### config.mk
export PLATFORM = sky130hd
export DESIGN_NAME = uart_tx_arbiter
export DESIGN_NICKNAME = d
export VERILOG_FILES = /design/src/rtl/uart_tx_arbiter.sv
export SDC_FILE = /design/constraint.sdc
export NUM_CORES = 1
export LEC_CHECK = 0
export BUFFER_PORTS_ARGS = -buffer_cell sky130_fd_sc_hd__buf_4
export CAP_MARGIN = 20
export CORE_UTILIZATION = 53
export DETAILED_ROUTE_END_ITERATION = 10
export GPL_ROUTABILITY_DRIVEN = 0
export PLACE_DENSITY = 0.82
export SYNTH_ARGS = -nofsm -noshare
export SYNTH_HDL_FRONTEND = slang
export SYNTH_SLANG_ARGS = --single-unit
### constraint.sdc
create_clock -name clk -period 4.3 [get_ports clk]
set_input_delay 0.43 -clock clk [delete_from_list [all_inputs] [get_ports clk]]
set_output_delay 0.43 -clock clk [all_outputs]
set_load 0.01 [all_outputs]
### src/rtl/uart_tx_arbiter.sv
// Round-robin arbiter that shares one byte-level UART transmit engine
// between N_REQ requesters. A requester keeps the engine until its
// end-of-message byte has been sent, so messages never interleave.
// A lock whose holder stops presenting data is released after
// HOLD_TIMEOUT cycles.
//
// state   | meaning
// --------+------------------------------------------------------------
// IDLE    | no lock; once the engine is free, pick the next requester
// LOAD    | locked; take the holder's next byte or count the hold time
// START   | one-cycle start pulse to the engine
// WAIT_HI | wait for the engine to report busy
// WAIT_LO | wait for the engine to finish; release after the last byte
module uart_tx_arbiter #(
  parameter int N_REQ        = 4,
  parameter int HOLD_TIMEOUT = 5208,
  parameter int TW           = 13
) (
  input  logic               clk,
  input  logic               rst_n,
  input  logic [N_REQ-1:0]   req_valid,
  input  logic [8*N_REQ-1:0] req_data,
  input  logic [N_REQ-1:0]   req_last,
  output logic [N_REQ-1:0]   req_ready,
  output logic               tx_start,
  output logic [7:0]         tx_data,
  input  logic               tx_busy,
  output logic               grant_valid,
  output logic [2:0]         grant_id,
  output logic               timeout_err
);

  localparam int IDXW = (N_REQ > 1) ? $clog2(N_REQ) : 1;
  localparam logic [TW-1:0] HOLD_LAST = TW'(HOLD_TIMEOUT - 1);
  localparam logic [2:0] LAST_RESET = 3'(N_REQ - 1);

  typedef enum logic [2:0] {
    IDLE,
    LOAD,
    START,
    WAIT_HI,
    WAIT_LO
  } state_t;

  state_t          state;
  logic [2:0]      last_id;
  logic            last_flag;
  logic [TW-1:0]   hold_cnt;

  logic [7:0]      data_arr [N_REQ];
  logic [IDXW-1:0] gidx;
  logic            win_found;
  logic [2:0]      win_id;
  logic [3:0]      cand;

  assign gidx = grant_id[IDXW-1:0];

  // Split the flat data bus into one byte per requester.
  always_comb begin
    for (int i = 0; i < N_REQ; i++) begin
      data_arr[i] = req_data[8*i +: 8];
    end
  end

  // Round-robin scan starting just after the previous holder, wrapping.
  always_comb begin
    win_found = 1'b0;
    win_id    = '0;
    cand      = '0;
    for (int k = 1; k <= N_REQ; k++) begin
      cand = {1'b0, last_id} + 4'(k);
      if (cand >= 4'(N_REQ)) begin
        cand = cand - 4'(N_REQ);
      end
      if (!win_found && req_valid[cand[IDXW-1:0]]) begin
        win_found = 1'b1;
        win_id    = cand[2:0];
      end
    end
  end

  // Lock/transfer sequencing; every output is registered here.
  always_ff @(posedge clk or negedge rst_n) begin
    if (!rst_n) begin
      state       <= IDLE;
      req_ready   <= '0;
      tx_start    <= 1'b0;
      tx_data     <= 8'h00;
      grant_valid <= 1'b0;
      grant_id    <= 3'd0;
      timeout_err <= 1'b0;
      last_id     <= LAST_RESET;
      last_flag   <= 1'b0;
      hold_cnt    <= '0;
    end else begin
      tx_start    <= 1'b0;
      req_ready   <= '0;
      timeout_err <= 1'b0;
      case (state)
        IDLE: begin
          // The engine may still be finishing a byte started before a reset.
          if (!tx_busy && win_found) begin
            grant_id    <= win_id;
            grant_valid <= 1'b1;
            hold_cnt    <= '0;
            state       <= LOAD;
          end
        end
        LOAD: begin
          if (req_valid[gidx]) begin
            req_ready[gidx] <= 1'b1;
            tx_data         <= data_arr[gidx];
            last_flag       <= req_last[gidx];
            hold_cnt        <= '0;
            state           <= START;
          end else if (hold_cnt == HOLD_LAST) begin
            // Holder went quiet mid-message: drop the lock and give it
            // lowest priority in the next scan.
            timeout_err <= 1'b1;
            grant_valid <= 1'b0;
            last_id     <= grant_id;
            hold_cnt    <= '0;
            state       <= IDLE;
          end else begin
            hold_cnt <= hold_cnt + 1'b1;
          end
        end
        START: begin
          tx_start <= 1'b1;
          state    <= WAIT_HI;
        end
        WAIT_HI: begin
          if (tx_busy) begin
            state <= WAIT_LO;
          end
        end
        WAIT_LO: begin
          if (!tx_busy) begin
            if (last_flag) begin
              grant_valid <= 1'b0;
              last_id     <= grant_id;
              state       <= IDLE;
            end else begin
              state <= LOAD;
            end
          end
        end
        default: state <= IDLE;
      endcase
    end
  end

endmodule

==> reports/metrics.cfg <==
[run_status]
outcome=finished, final reports clean

[route]
totalWireLength_um=5200
post_drt_wl_per_cell_um=16.3
first_pass_iters=4
vias_per_cell=6.04
drt_iter0_drc=150
ant_nets=0
vias=1933
drcViolationCount=0

[synthesis]
synth_nets=260
yosys.area.top_type_share_pct=38.1
yosysWarnings=0
syn_area_um2=2370
synthTopCellsByArea=dfrtp_1 38%, mux4_2 9.5%, mux2_2 4.8%
async_flop_share_pct=100
synth_edf_count=0
yosys_most_used_dff=dfrtp_1
synth_seq_area_share_pct=40.3
synth_top_area_cell=dfrtp_1
ys_ff_latch=38
synth_cell_types=53
synthCells=214
syn_area_per_cell_um2=11.1

[power_and_ir_drop]
vdd_drop_max_mv=0.306
p_leak_uw=0.00133
power.density_nw_per_um2=625

[floorplan]
io_pins=61
core_area_um2=4140
rows=23
start_util_pct=57.1
die_h_um=68.8
die_w_um=68.8
die_area_um2=4740

[worst_setup_path]
cp-start-kind=register
cp.arrival_ns=3.22
cp.required_ns=4.48
path_class=reg -> reg
cp_max_fo=15
crit_path_end_kind=register

[timing]
maxSlewHeadroom_pct=61.8
fin_ws_ns=1.26
setup_viol_count_final=0
slew_violations=0
rsz0062_at_grt=no
fin_skew_ns=0.00980
hold-worst-slack_ns=0.0871
tightestPinTransition_ns=0.572
fin_crit_ns=3.04
hold_viol_final=0
period_share_pct=70.6
fin_tns_setup_ns=0
clock.fmax_ghz=0.329

[global_route]
grtUsageTotal_pct=24.5
grt_max_degree=39
grt_pass1_vias=1864
grt_pass1_wl_um=8460
antenna_found_initial=0
grt_overflow=0

[clocking]
cts_tree=yes
root_buffer=clkbuf_8
cts_max_path_buffers=2
cts_resized=0
cts_hold_buffers=0
cts_buffers=5
insertion_delay_ns=0.30
path_clk_slew_ns=0.09
cts_max_level=2
post_cts_buffers=0
cts_sinks=38

[placement]
hpwl_um=3740
portBuffers=60
dp_worst_setup_slack_ns=1.28

[finish]
n_fill_cell=331
antenna_cells=0
drive_above_1_share_pct=38.9
syn2layout_area_growth_pct=24.5
layout_commonest_cell=buf_4
final_cell_mix=62 x buf_4, 36 x dfrtp_1, 19 x nor2_1
nNetsFinal=315

[worst_hold_path]
holdCritPathClass=in -> async

[flow_run]
max_cap_viol_count=0

## report_power, final
group / switching, µW / internal, µW
Combinational: 428 / 479
Sequential: 150 / 474
Clock: 139 / 173
## kinds of logic (layout without fill, tap and decap cells)
group                      after synthesis  after routing  share of synthesized area [%]
AOI/OAI and AO/OA                       39             39                           11.5
xor gates and xnor gates                 6              6                           2.22
adders and majority gates                3              3                           1.59
buffers and inverters                   22             78                           3.86
DFF                                     38             38                           40.3
muxes                                   30             30                           21.7
and+or+nand+nor                         76             76                           18.9
## state kept, by name (all words and copies together), names as in the netlist
| signal | count |
|---|---|
| grant_id | 3 |
| grant_valid | 1 |
| hold_cnt | 13 |
| last_flag | 1 |
| last_id | 3 |
| req_ready | 4 |
| state | 3 |
| timeout_err | 1 |
| tx_data | 8 |
| tx_start | 1 |
## cells in the mapped netlist (6+ instances only)
cell type and number:
clkbuf_1 10, o21ai_0 6, a31oi_1 9, mux2_2 10, nor2_1 19, nand2_1 18
a21oi_1 6, inv_1 8, mux4_2 10, nor3_1 6, dfrtp_1 36
## stage by stage
stage,util [%],total power [µW],instances,cell area [µm²]
final,71.1,1840,320,2950
after global routing,71.1,1970,320,2950
after CTS,71.1,1850,320,2950
after detailed placement,68.4,1530,312,2830
after global placement,68.4,1500,312,2830
after floorplan,-,1260,214,2370
## per-layer routing
metal  GRT usage, %  vias up  wire (µm)
met5              0        -          0
met1           31.7      940       2230
met2           41.3       82       2510
li1               -      905          -
met4           6.89        0         70
met3           5.59        6        385
## critical path, stage by stage (launching register included)
cell	delay [ns]
dfstp_2	0.72
inv_1	0.12
ha_1	0.39
mux4_2	0.60
or4_4	0.59
nand3_4	0.16
mux2_2	0.34
## final timing paths
path / start / end / slack [ns] / cells past startpoint
hold / removal: rst_n / hold_cnt[11] / 0.09 / 1
setup reg to reg: last_id[0] / grant_id[0] / 1.26 / 6
min in group clk: tx_busy / state[2] / 0.42 / 2
setup / recovery: last_id[0] / grant_id[0] / 1.26 / 6
hold reg to reg: tx_data[1] / tx_data[1] / 0.52 / 1
max in group asynchronous: rst_n / last_id[0] / 3.85 / 1
## cell type report
| class | count | area (µm²) | share of cell area [%] |
|---|---|---|---|
| clock buffer | 5 | 68.8 | 2.33 |
| clock inverter | 3 | 45.0 | 1.53 |
| inverter | 8 | 30.0 | 1.02 |
| multi-input combinational | 154 | 1320 | 44.9 |
| sequential | 38 | 953 | 32.3 |
| tap | 50 | 62.6 | 2.12 |
| timing repair buffer | 62 | 465 | 15.8 |
Power figures use the tool's default switching activity.
